### config.mk
export PLATFORM = sky130hd
export DESIGN_NAME = switch_debounce
export DESIGN_NICKNAME = d
export VERILOG_FILES = /design/src/rtl/switch_debounce_pkg.sv /design/src/rtl/debounce_channel.sv /design/src/rtl/switch_debounce.sv
export SDC_FILE = /design/constraint.sdc
export NUM_CORES = 1
export LEC_CHECK = 0
export ABC_CLOCK_PERIOD_IN_PS = 2300
export BUFFER_PORTS_ARGS = -buffer_cell sky130_fd_sc_hd__buf_2
export CAP_MARGIN = 10
export CELL_PAD_IN_SITES_DETAIL_PLACEMENT = 1
export CELL_PAD_IN_SITES_GLOBAL_PLACEMENT = 1
export CORE_UTILIZATION = 46
export DETAILED_ROUTE_END_ITERATION = 8
export GPL_TIMING_DRIVEN = 0
export PLACE_DENSITY = 0.89
export REMOVE_ABC_BUFFERS = 1
export SETUP_SLACK_MARGIN = 0.02
export SYNTH_ARGS = -nofsm -noshare
export SYNTH_HDL_FRONTEND = slang
export SYNTH_SLANG_ARGS = --single-unit
### constraint.sdc
create_clock -name clk -period 2.3 [get_ports clk]
set_clock_uncertainty 0.05 [all_clocks]
set_input_delay 0.345 -clock clk [delete_from_list [all_inputs] [get_ports clk]]
set_output_delay 0.345 -clock clk [all_outputs]
set_load 0.01 [all_outputs]
### src/rtl/switch_debounce_pkg.sv
`default_nettype none
// ============================================================================
// Module      : switch_debounce_pkg
// Description : Shared constants and FSM state encoding for the switch
//               debouncer (board clock, default 10 ms qualification window,
//               matching counter width).
// Revision    : 1.0  initial release
// ============================================================================
package switch_debounce_pkg;

    // Board clock frequency
    localparam int CLK_HZ          = 50000000;
    // 10 ms at CLK_HZ
    localparam int DEB_STABLE_10MS = 500000;
    // Smallest width with 2^W >= DEB_STABLE_10MS
    localparam int DEB_CNT_W       = 19;

    // Per-channel qualification FSM
    typedef enum logic [0:0] {
        ST_STABLE = 1'b0,
        ST_COUNT  = 1'b1
    } deb_state_t;

endpackage : switch_debounce_pkg
`default_nettype wire

### src/rtl/debounce_channel.sv
`default_nettype none
// ============================================================================
// Module      : debounce_channel
// Description : One debounced input bit: two-flop synchroniser, stable-count
//               qualification FSM and optional registered edge pulses.
//               Edge pulses are compiled in when SWITCH_DEBOUNCE_EDGE_EN is
//               defined; otherwise o_rise/o_fall are tied low.
// Ports       : clk, rst     - clock, synchronous active-high reset
//               i_raw        - asynchronous pin
//               o_level      - debounced level
//               o_rise/o_fall- one-cycle pulse with each level change
// Revision    : 1.0  initial release
// ============================================================================
module debounce_channel
    import switch_debounce_pkg::*;
#(
    parameter int STABLE_CYCLES = DEB_STABLE_10MS,
    parameter int CNT_W         = DEB_CNT_W
) (
    input  logic clk,
    input  logic rst,
    input  logic i_raw,
    output logic o_level,
    output logic o_rise,
    output logic o_fall
);

    localparam logic [CNT_W-1:0] c_cnt_last = CNT_W'(STABLE_CYCLES - 1);

    logic             r_s1;
    logic             r_s2;
    logic             r_level;
    logic [CNT_W-1:0] r_cnt;
    deb_state_t       r_state;

    deb_state_t       w_state_nxt;
    logic [CNT_W-1:0] w_cnt_nxt;
    logic             w_level_nxt;

    // State and datapath registers
    always_ff @(posedge clk) begin
        if (rst) begin
            r_s1    <= 1'b0;
            r_s2    <= 1'b0;
            r_level <= 1'b0;
            r_cnt   <= '0;
            r_state <= ST_STABLE;
        end else begin
            r_s1    <= i_raw;
            r_s2    <= r_s1;
            r_level <= w_level_nxt;
            r_cnt   <= w_cnt_nxt;
            r_state <= w_state_nxt;
        end
    end

    // Next-state logic. r_cnt holds the number of consecutive cycles the
    // synchronised input has already disagreed with the level.
    always_comb begin
        w_state_nxt = r_state;
        w_cnt_nxt   = r_cnt;
        w_level_nxt = r_level;
        case (r_state)
            ST_STABLE: begin
                w_cnt_nxt = '0;
                if (r_s2 != r_level) begin
                    if (c_cnt_last == '0) begin
                        // Single-cycle window: accept immediately
                        w_level_nxt = r_s2;
                    end else begin
                        w_state_nxt = ST_COUNT;
                        w_cnt_nxt   = {{(CNT_W-1){1'b0}}, 1'b1};
                    end
                end
            end
            ST_COUNT: begin
                if (r_s2 == r_level) begin
                    // Bounce back: restart qualification
                    w_state_nxt = ST_STABLE;
                    w_cnt_nxt   = '0;
                end else if (r_cnt == c_cnt_last) begin
                    w_level_nxt = r_s2;
                    w_state_nxt = ST_STABLE;
                    w_cnt_nxt   = '0;
                end else begin
                    w_cnt_nxt   = r_cnt + 1'b1;
                end
            end
            default: begin
                w_state_nxt = ST_STABLE;
                w_cnt_nxt   = '0;
            end
        endcase
    end

    assign o_level = r_level;

`ifdef SWITCH_DEBOUNCE_EDGE_EN
    logic r_rise;
    logic r_fall;

    // Pulses are registered alongside r_level so they coincide with it
    always_ff @(posedge clk) begin
        if (rst) begin
            r_rise <= 1'b0;
            r_fall <= 1'b0;
        end else begin
            r_rise <= w_level_nxt & ~r_level;
            r_fall <= ~w_level_nxt & r_level;
        end
    end

    assign o_rise = r_rise;
    assign o_fall = r_fall;
`else
    assign o_rise = 1'b0;
    assign o_fall = 1'b0;
`endif

endmodule : debounce_channel
`default_nettype wire

### src/rtl/switch_debounce.sv
`default_nettype none
// ============================================================================
// Module      : switch_debounce
// Description : WIDTH independent debounced switch/button channels feeding
//               the gate stage (level[0] -> a, level[1] -> b).
//               Define SWITCH_DEBOUNCE_EDGE_EN to enable rise/fall pulses;
//               without it they are tied low and the ports remain.
// Ports       : clk, rst  - clock, synchronous active-high reset
//               raw       - asynchronous pins [WIDTH]
//               level     - debounced levels  [WIDTH]
//               rise/fall - one-cycle edge pulses [WIDTH]
// Revision    : 1.0  initial release
// ============================================================================
module switch_debounce
    import switch_debounce_pkg::*;
#(
    parameter int WIDTH         = 2,
    parameter int STABLE_CYCLES = DEB_STABLE_10MS,
    parameter int CNT_W         = DEB_CNT_W
) (
    input  logic             clk,
    input  logic             rst,
    input  logic [WIDTH-1:0] raw,
    output logic [WIDTH-1:0] level,
    output logic [WIDTH-1:0] rise,
    output logic [WIDTH-1:0] fall
);

    for (genvar gi = 0; gi < WIDTH; gi++) begin : g_chan
        debounce_channel #(
            .STABLE_CYCLES (STABLE_CYCLES),
            .CNT_W         (CNT_W)
        ) u_chan (
            .clk     (clk),
            .rst     (rst),
            .i_raw   (raw[gi]),
            .o_level (level[gi]),
            .o_rise  (rise[gi]),
            .o_fall  (fall[gi])
        );
    end

endmodule : switch_debounce
`default_nettype wire
==> results.md, run 1 <==
- Synthesis-to-finish area growth: 6.47%
- First drt pass iteration count: 4
- Crit path cell chain: or4b_1, or4_4, o21ai_4, nor2_1
- FF+latch count, synth: 46
- Crit path launch type: register
- Synth warnings: 0
- Slew margin rel.: between 40 and 50%
- Fin cells: 292
- Critical path capture point type: register
- WP data required: 2.43 ns
- Final Cell Area: ~0.0022 sq mm
- Maximum vdd drop: 353 uV
- Leakage power: roughly 0.60 nW
- Total power: between 1 and 1.5 mW
- Post-synth top area share: about 45%
- Clock tree sinks: 46
- Syn Area/Cell: 8.73 sq um
- Max Cap Viol: 0
- EDFF count, synth: 0
- Die area: between 0.004 and 0.005 sq mm
- Die Wd: 68.8 um
- Fin. Hold Viols: 0
- Initial antenna violation count: 0
- Largest cells by area after synthesis: dfxtp_1 45%, xnor2_1 11%, nor2_1 7.1%
- Port Buffers: 5
- Hold Path Class: input pin to register
- CTS buffer count: 5
- Max Freq: roughly 470 MHz
- Starting density of the core: ~49%
- Worst-Margin Slew: a little under 0.9 ns
- DR vias/cell: 5.57
- Layout cell share with drive strength beyond 1: under 10%
- Root buffer cell: clkbuf_8
- DPL Wire Length: around 3000 um
- Die height: 68.8 um
- Filler Cell Count: around 510
- Detailed Route WL: between 4000 and 5000 um
- Post-Syn Instances: ~240
- Final Net Count: around 250
- Drt drc: 0
- Critical path peak fanout: 17
- CP delay by family, top: simple AND/OR/NAND/NOR gates
- GPL Wtd Cong: ~0.75
- Core Area: between 0.004 and 0.005 sq mm
- Dpl cells: around 280
- DR WL/cell: between 10 and 15 um
- Vias: between 1,500 and 2,000
- Top FF cell, synth: dfxtp_1
- Post-synth ARST share: 0%
- WP buf/inv: 0
- Post-route ant nets: 0
- RSZ-0062 raised after global routing: no
- Pwr dens: about 610 mW/mm^2
- Yosys cell types: 37
- Status: completed
- CP Class: register to register
- Crit path DAT: about 2.3 ns
- Post-synth top area cell: dfxtp_1
- DR iter-0 viols: 83
- Synthesized area: around 0.0021 sq mm
- Largest net degree at the start of global routing: 19
- Gr ovfl total: 0
- Total GRT Usage: 21.2%
- Post-CTS setup buffer count: 0
- CTS tree: built
- Crit-path max cell delay: about 0.54 ns
- Diodes inserted: 0
- H-Tree Depth: 2
- Clock transition at path regs: 0.09 ns
- Final setup vio count: 0
- Slowest cell on the critical path: or4b_1
- Slew Viols, Final: 0
- Register area share after synthesis: 44.9%
- Vias in the first global route: 1,715
- Placed Area: between 0.002 and 0.0025 sq mm
- Worst skew pair latency: about 0.3 ns
- CTS max path bufs: 2
- # rows: 23
- Period utilisation layout: between 90 and 100%
- Period minus WS final: roughly 2.1 ns
- First-pass GRT wire length: approximately 7400 um
- Io pins: 10
==> power by group <==
group / switching (mW) / internal, mW / leakage, nW
logic: 0.00998 / 0.00682 / 0.184
registers: 0.00282 / 0.801 / 0.372
clock network: 0.300 / 0.220 / 0.0447
==> cells by family (layout without fill, tap and decap cells) <==
kind of cell	Yosys count	in the layout	share of synthesized area [%]
flops	46	46	44.9
buf+inv	20	24	5.13
fa+ha+maj	2	2	1.22
mux	1	1	0.488
compound gates	18	18	5.80
xor+xnor	30	30	12.8
simple gates	117	117	29.5
other cells	1	4	0.183
==> synth_stat cells, types with 2 or more instances <==
master	number
a211oi_1	3
a21oi_1	6
and3_1	3
buf_4	6
clkbuf_1	2
dfxtp_1	46
ha_1	2
inv_1	11
nand2_1	10
nand2b_1	3
nand3_1	15
nand4_1	7
nor2_1	39
nor2b_1	4
nor3_1	10
nor4_1	9
nor4bb_1	2
o21ai_0	4
or3_1	6
or4_1	2
xnor2_1	25
xor2_1	5
==> registers in the layout (all words and copies together), names as in the netlist <==
name and cells:
g_chan.u_chan.r_cnt 38, g_chan.u_chan.o_level 2, g_chan.u_chan.r_s1 2, g_chan.u_chan.r_s2 2
g_chan.u_chan.r_state 2
==> layout make-up <==
type                       count  area (sq um)  area share [%]
clock buffer                   5          68.8            3.15
clock inverter                 3          25.0            1.15
inverter                      11          41.3            1.89
multi-input combinational    172          1040            47.6
sequential                    46           921            42.2
tap                           50          62.6            2.87
timing repair buffer           5          25.0            1.15
==> per-stage QoR <==
stage,setup TNS [ns],hold slack [ns],util [%],setup WS [ns]
floorplan,0,0.364,-,0.394
global placement,0,0.367,50.3,0.00206
detailed placement,-0.346,0.385,50.3,-0.0609
CTS,0,0.194,52.7,0.149
global route,0,0.205,52.7,0.0565
finish,0,0.196,52.7,0.180
==> per-layer routing <==
metal  GRT usage, %  vias up  wire length, um
met1           22.3      797             1840
li1               -      815                -
met3           6.91        6               86
met4           6.12        0               50
met5              0        -                0
met2           40.0        9             2220
==> repair_timing <==
action	4_1_cts	5_1_grt
endpoints found under the setup margin	18	0
resized for setup	1	0
hold buffers	0	0
hold endpoints to repair	0	0
==> cell usage in the layout (no fill, tap or decap), types with 2 or more instances in the layout <==
cell type	n
clkbuf_8	5
inv_1	11
dfxtp_1	46
xor2_1	5
ha_1	2
nor2b_1	4
a211oi_1	3
xnor2_1	25
nand2_1	10
nor4bb_1	2
nand4_1	7
conb_1	4
nand2b_1	3
or4_1	2
nor4_1	9
and3_1	3
nor2_1	39
or3_1	6
nor3_1	10
o21ai_0	4
buf_2	5
nand3_1	15
a21oi_1	6
==> worst reg2reg max path: cells and delay by family, from the launching register on <==
kind | cells | cell delay, ns
flip-flops | 1 | 0.37
AND/OR/NAND/NOR | 3 | 1.19
AO/OA/AOI/OAI | 1 | 0.40
==> final timing paths <==
| check | start | end | slack, ns | depth (start not counted) |
|---|---|---|---|---|
| worst min-delay path | raw[1] | g_chan[1].u_chan.r_s1 | 0.20 | 2 |
| worst max-delay path | g_chan[0].u_chan.r_cnt[7] | g_chan[0].u_chan.r_cnt[9] | 0.18 | 4 |
| worst max register to register | g_chan[0].u_chan.r_cnt[7] | g_chan[0].u_chan.r_cnt[9] | 0.18 | 4 |
| worst min register to register | g_chan[0].u_chan.r_state | g_chan[0].u_chan.r_cnt[0] | 0.40 | 1 |
No activity file was read; power rests on OpenSTA's default activity.
==> run 2: changes to the inputs <==
--- a/config.mk
+++ b/config.mk
@@ -10,12 +10,14 @@
 export CAP_MARGIN = 10
 export CELL_PAD_IN_SITES_DETAIL_PLACEMENT = 1
 export CELL_PAD_IN_SITES_GLOBAL_PLACEMENT = 1
+export CORE_MARGIN = 2
 export CORE_UTILIZATION = 46
 export DETAILED_ROUTE_END_ITERATION = 8
 export GPL_TIMING_DRIVEN = 0
-export PLACE_DENSITY = 0.89
+export PLACE_DENSITY = 0.88
 export REMOVE_ABC_BUFFERS = 1
 export SETUP_SLACK_MARGIN = 0.02
 export SYNTH_ARGS = -nofsm -noshare
 export SYNTH_HDL_FRONTEND = slang
+export SYNTH_HIERARCHICAL = 1
 export SYNTH_SLANG_ARGS = --single-unit
==> run 2 against run 1 <==
- hold slack gained 0.0038 ns
- fmax grew 6.7%
- critical endpoint is now g_chan[0].u_chan/r_cnt[9]
- critical path type unchanged
- clock power grew 17%
- area after synthesis grew 5.9%
- design area grew 7.3%
- final cell count grew 2.4%
- setup slack gained 0.13 ns
- count of clock-buffer cells in the layout is the same
- combinational power grew 9.5%
- register-to-register slack gained 0.13 ns
- first-iteration DRC count shrank 4.8%
==> results.md, run 2 <==
- Status: completed
- Vias: 1,762
- Synthesized area: between 0.002 and 0.0025 sq mm
- Crit path DAT: 2.11 ns
- Period minus WS final: between 1.5 and 2 ns
- Max FFs per register: 38
- Slew margin rel.: between 60% and 70%
- Compound-cell area share of the yosys netlist: under 10%
- Hold Path Stages: 2
- Commonest non-fill, non-tap cell in the layout: dfxtp_1
- Leakage power: approximately 0.7 nW
- Post-synth top area share: between 40% and 50%
- GPL Wtd Cong: ~0.8
- Post-CTS setup buffer count: 0
- Die area: 0.00529 sq mm
- Yosys cell types: 36
- Final setup vio count: 0
- Main combinational cell family by area after synthesis: simple AND/OR/NAND/NOR gates
- Gr ovfl total: 0
- Die Wd: a little over 70 um
- Cts hold-fix bufs: 0
- Fin cells: approximately 300
- CTS buffer count: 5
- Fin. Hold Viols: 0
- Diodes inserted: 0
- FF+latch count, synth: 46
- Synth Area in Adders: 1.15%
- Drt drc: 0
- R2R depth: 5
- Reg-to-reg startpoint: g_chan[0].u_chan/r_cnt[0]
- Period utilisation layout: 86.4%
- Port Buffers: 5
- First drt pass iteration count: 4
- First-pass GRT wire length: a little under 9000 um
- Post-cts sizing count: 0
- Slew Viols, Final: 0
- WP buf/inv: 0
- Top FF cell, synth: dfxtp_1
- Die height: a little over 70 um
- Xor/xnor cell area share of the yosys netlist: a little over a tenth
- Hold wc startpoint: raw[1]
- Final Net Count: approximately 250
- DR WL/cell: around 17 um
- DR vias/cell: just under 6
- Top cells by count, synth: 46 x dfxtp_1, 32 x nor2_1, 16 x nand3_1, 16 x xnor2_1, 14 x nand2_1
- CTS max path bufs: 2
- Critical path peak fanout: 18
- Dpl cells: between 200 and 300
- Io pins: 10
- Fin Hold WS: 0.200 ns
- Simple-Gate Fraction of Synth Area: between 30% and 40%
- Total GRT Usage: between 20% and 30%
- CP delay by family, top: simple AND/OR/NAND/NOR gates
- Setup TNS: 0 ns
- Worst-Margin Slew: between 0.5 and 0.6 ns
- FF-to-FF End: g_chan[0].u_chan/r_cnt[9]
- Root buffer cell: clkbuf_8
- Most frequent cells in the layout: 46 x dfxtp_1, 32 x nor2_1, 16 x nand3_1, 16 x xnor2_1, 14 x nand2_1
- Post-Syn Instances: 240
- Post-synth top area cell: dfxtp_1
- Synthesis-to-finish area growth: 7.89%
- # rows: 24
- Crit-path max cell delay: about 0.53 ns
- Slowest cell on the critical path: o2111ai_4
- RSZ-0062 raised after global routing: no
- Layout cell share with drive strength beyond 1: a little under an eighth
- Max Freq: 503 MHz
- Hold Path Class: input pin to register
- Filler Cell Count: 524
- Clock transition at path regs: approximately 0.080 ns
- WP data required: around 2.4 ns
- Largest Register: g_chan.u_chan/r_cnt
- Clock tree sinks: 46
- Maximum vdd drop: 466 uV
- R2R Setup Slk: 0.31 ns
- H-Tree Depth: 2
- DPL Wire Length: 3490 um
- Register area share after synthesis: 42.4%
- CTS tree: built
- Worst skew pair latency: around 0.31 ns
- Largest net degree at the start of global routing: 19
- Detailed Route WL: around 5000 um
- CP Class: register to register
- Count leader, synth: dfxtp_1
- Syn Area/Cell: 9.05 sq um
- Post-synth ARST share: 0%
- Core Area: between 0.004 and 0.005 sq mm
- Hold Path End: g_chan[1].u_chan/r_s1
- DR iter-0 viols: 79
- Crit path launch type: register
- Post-route ant nets: 0
- Starting density of the core: between 40% and 50%
- Largest cells by area after synthesis: dfxtp_1 42%, xnor2_1 6.5%, nor2_1 5.5%
- Crit path cell chain: ha_1, and3_1, nand3_2, o2111ai_4, nor2_1
- Synth warnings: 6
- Critical path capture point type: register
- EDFF count, synth: 0
- Max Cap Viol: 0
- Pwr dens: 610 mW/mm^2
- Vias in the first global route: ~1,800
- Initial antenna violation count: 0
- Post-synthesis mux area share: 0%
run 2: changes by cell type after synthesis, sizes merged, moves of 4 or more:
cell,previous run,this run
or3,6,2
nand4,7,12
a21oi,6,12
xnor2,25,16
nor2,39,32
nor4b,0,4
xor2,5,10
nand2,10,14
nor4,9,2
run 2: worst max-delay path by stage:
stage / startpoint / end / slack [ns] / cells after the start
floorplan: g_chan[0].u_chan/r_cnt[0] / g_chan[0].u_chan/r_cnt[10] / 0.59 / 5
global placement: g_chan[0].u_chan/r_cnt[0] / g_chan[0].u_chan/r_cnt[5] / 0.18 / 5
detailed placement: g_chan[0].u_chan/r_cnt[0] / g_chan[0].u_chan/r_cnt[9] / 0.08 / 5
CTS: g_chan[0].u_chan/r_cnt[0] / g_chan[0].u_chan/r_cnt[9] / 0.08 / 5
global route: g_chan[0].u_chan/r_cnt[0] / g_chan[0].u_chan/r_cnt[9] / 0.19 / 5
finish: g_chan[0].u_chan/r_cnt[0] / g_chan[0].u_chan/r_cnt[9] / 0.31 / 5
run 2: cell type report:
| cell class | count | area, sq um | share of cell area (%) |
|---|---|---|---|
| Clock inverter | 3 | 45.0 | 1.92 |
| Clock buffer | 5 | 68.8 | 2.94 |
| Tap cell | 52 | 65.1 | 2.78 |
| Inverter | 10 | 37.5 | 1.60 |
| Sequential cell | 46 | 921 | 39.3 |
| Timing Repair Buffer | 5 | 25.0 | 1.07 |
| Multi-Input combinational cell | 178 | 1180 | 50.4 |
run 2: report_power, final:
| part | internal (mW) | total (mW) | switching (mW) | leakage, nW |
|---|---|---|---|---|
| clock network | 0.323 | 0.607 | 0.284 | 0.0504 |
| logic | 0.00609 | 0.0184 | 0.0123 | 0.282 |
| registers | 0.801 | 0.804 | 0.00343 | 0.372 |
run 2: through the flow:
stage	total power [mW]	worst slack, ns	cell area (sq um)	util, %
floorplan	0.833	0.586	2120	-
global placement	0.838	0.180	2210	49.7
detailed placement	0.840	0.0753	2210	49.7
CTS	1.44	0.0819	2320	52.2
global route	1.48	0.191	2340	52.7
finish	1.43	0.312	2340	52.7
run 2: cells by family (layout without fill, tap and decap cells):
group,after synthesis,after routing
buffers and inverters,18,23
and+or+nand+nor,122,122
xor gates and xnor gates,26,26
DFF,46,46
other,2,4
AOI/OAI and AO/OA,24,24
adders and majority gates,2,2
run 2: layer usage:
layer	track usage, %	share of wire [%]	routed length (um)
met1	25.9	44	2190
met2	38.5	52	2590
met3	4.70	3.5	175
met4	7.41	1.3	66
met5	0	0	0
==> run 3: changes to the inputs <==
--- a/config.mk
+++ b/config.mk
@@ -14,7 +14,8 @@
 export CORE_UTILIZATION = 46
 export DETAILED_ROUTE_END_ITERATION = 8
 export GPL_TIMING_DRIVEN = 0
-export PLACE_DENSITY = 0.88
+export MAX_ROUTING_LAYER = met4
+export PLACE_DENSITY_LB_ADDON = 0.1
 export REMOVE_ABC_BUFFERS = 1
 export SETUP_SLACK_MARGIN = 0.02
 export SYNTH_ARGS = -nofsm -noshare
==> constraint.sdc (replaced) <==
create_clock -name clk -period 2.3 [get_ports clk]
set_clock_uncertainty 0.05 [all_clocks]
set_input_delay 0.345 -clock clk [delete_from_list [all_inputs] [get_ports clk]]
set_output_delay 0.345 -clock clk [all_outputs]
set_load 0.1 [all_outputs]
==> run 3 against run 2 <==
- non-clock buffer count did not move
- via count fell by 3.5%
- clock power shrank 25%
- sequential cell count unchanged
- critical endpoint is now g_chan[1].u_chan/r_cnt[10]
==> results.md, run 3 (synthesis results as in run 2) <==
- Status: completed
- DR WL/cell: 14.7 um
- DR iter-0 viols: 70
- DPL Wire Length: ~3100 um
- # rows: 24
- Worst skew pair latency: just under 0.3 ns
- CP Class: register to register
- First-pass GRT wire length: between 7000 and 8000 um
- H-Tree Depth: 2
- First drt pass iteration count: 4
- Slew Viols, Final: 0
- Period minus WS final: just under 2 ns
- DR vias/cell: around 5.7
- Initial antenna violation count: 0
- Period utilisation layout: 86.1%
- Commonest non-fill, non-tap cell in the layout: dfxtp_1
- Critical path peak fanout: 18
- Die area: roughly 0.0053 sq mm
- Vias in the first global route: 1,617
- Gr ovfl total: 0
- Final WS setup: around 0.32 ns
- Largest Register: g_chan.u_chan/r_cnt
- Clock transition at path regs: about 0.080 ns
- Filler Cell Count: 534
- Port Buffers: 5
- Largest net degree at the start of global routing: 19
- Cts hold-fix bufs: 0
- Worst-Margin Slew: slightly below 0.6 ns
- Most frequent cells in the layout: 46 x dfxtp_1, 32 x nor2_1, 16 x nand3_1, 16 x xnor2_1, 14 x nand2_1
- Final setup vio count: 0
- Root buffer cell: clkbuf_8
- Critical path capture point type: register
- Slowest cell on the critical path: o2111ai_4
- RSZ-0062 raised after global routing: no
- Core Area: 0.00444 sq mm
- Synthesis-to-finish area growth: 6.16%
- Die Wd: about 73 um
- Leakage power: a little under 0.7 nW
- Drt drc: 0
- Crit path DAT: 2.08 ns
- Fin. Hold Viols: 0
- Max Freq: between 500 and 600 MHz
- R2R Setup Slk: ~0.32 ns
- Crit path launch type: register
- CTS buffer count: 5
- Layout cell share with drive strength beyond 1: a little over a tenth
- Crit-path max cell delay: roughly 0.55 ns
- Slew margin rel.: between 60% and 70%
- Die height: slightly above 70 um
- GPL Wtd Cong: around 0.77
- Max FFs per register: 38
- Starting density of the core: about half
- Vias: 1,700
- Io pins: 10
- Total GRT Usage: about a fifth
- Detailed Route WL: 4380 um
- Setup TNS: 0 ns
- Pwr dens: about 570 mW/mm^2
- Final Net Count: between 200 and 300
- Diodes inserted: 0
- CTS max path bufs: 2
- DP Worst Slack: 0.0581 ns
- Crit path cell chain: ha_1, and3_1, nand3_2, o2111ai_4, nor2_1
- CTS tree: built
- Max Cap Viol: 0
- Maximum vdd drop: between 300 and 400 uV
- WP data required: between 2 and 2.5 ns
- Clock tree sinks: 46
- Hold Path Class: input pin to register
- Post-route ant nets: 0
run 3: changes by cell type in the layout (fill, tap and decap cells not counted), sizes merged:
cell / previous run / this run
clkbuf: 5 / 7
clkinvlp: 2 / 0
bufinv: 1 / 0
run 3: area by class of cell:
class / count / area [sq um] / share of cell area, %
inverter: 10 / 37.5 / 1.63
sequential: 46 / 921 / 39.9
tap: 52 / 65.1 / 2.82
clock buffer: 7 / 76.3 / 3.31
multi-input combinational: 178 / 1180 / 51.2
timing repair buffer: 5 / 25.0 / 1.09
run 3: report_power, final:
group          switching [mW]  internal (mW)  leakage (nW)
Combinational          0.0373        0.00609         0.282
Sequential            0.00345          0.801         0.372
Clock                   0.248          0.210        0.0383
Total                   0.288           1.02         0.692
run 3: worst paths after layout:
check / from / to / cells past startpoint
worst max-delay path: g_chan[1].u_chan/r_cnt[0] / g_chan[1].u_chan/r_cnt[10] / 5
worst min-delay path: raw[1] / g_chan[1].u_chan/r_s1 / 2
worst max register to register: g_chan[1].u_chan/r_cnt[0] / g_chan[1].u_chan/r_cnt[10] / 5
worst min register to register: g_chan[1].u_chan/r_s1 / g_chan[1].u_chan/r_s2 / 1
run 3: worst max-delay path: cells and delay by family (launching register included):
kind | cells | cell delay [ns]
AO/OA/AOI/OAI | 1 | 0.55
adder cells (fa/ha/maj) | 1 | 0.23
flip-flops | 1 | 0.40
AND/OR/NAND/NOR | 3 | 0.61
run 3: per-stage QoR:
stage / hold WS, ns / total power [mW] / instances / instance area (sq um) / utilization [%]
after floorplan: 0.364 / 0.858 / 234 / 2120 / -
after global placement: 0.367 / 0.864 / 291 / 2210 / 49.7
after detailed placement: 0.378 / 0.865 / 291 / 2210 / 49.7
after CTS: 0.207 / 1.32 / 298 / 2280 / 51.4
after global routing: 0.212 / 1.36 / 298 / 2310 / 51.9
final: 0.213 / 1.30 / 298 / 2310 / 51.9
run 3: routing by layer:
metal	share of wire, %	vias to the layer above	track usage (%)
met5	0	-	-
li1	-	852	-
met3	3.0	2	3.73
met2	46	24	28.6
met1	50	822	25.9
met4	0.46	0	4.32
run 3: repair_timing:
item / in CTS / in global routing
hold endpoints to repair: 0 / 0
setup endpoints to repair: 0 / 34
buffers inserted: 0 / 0
gates resized for setup: 0 / 2
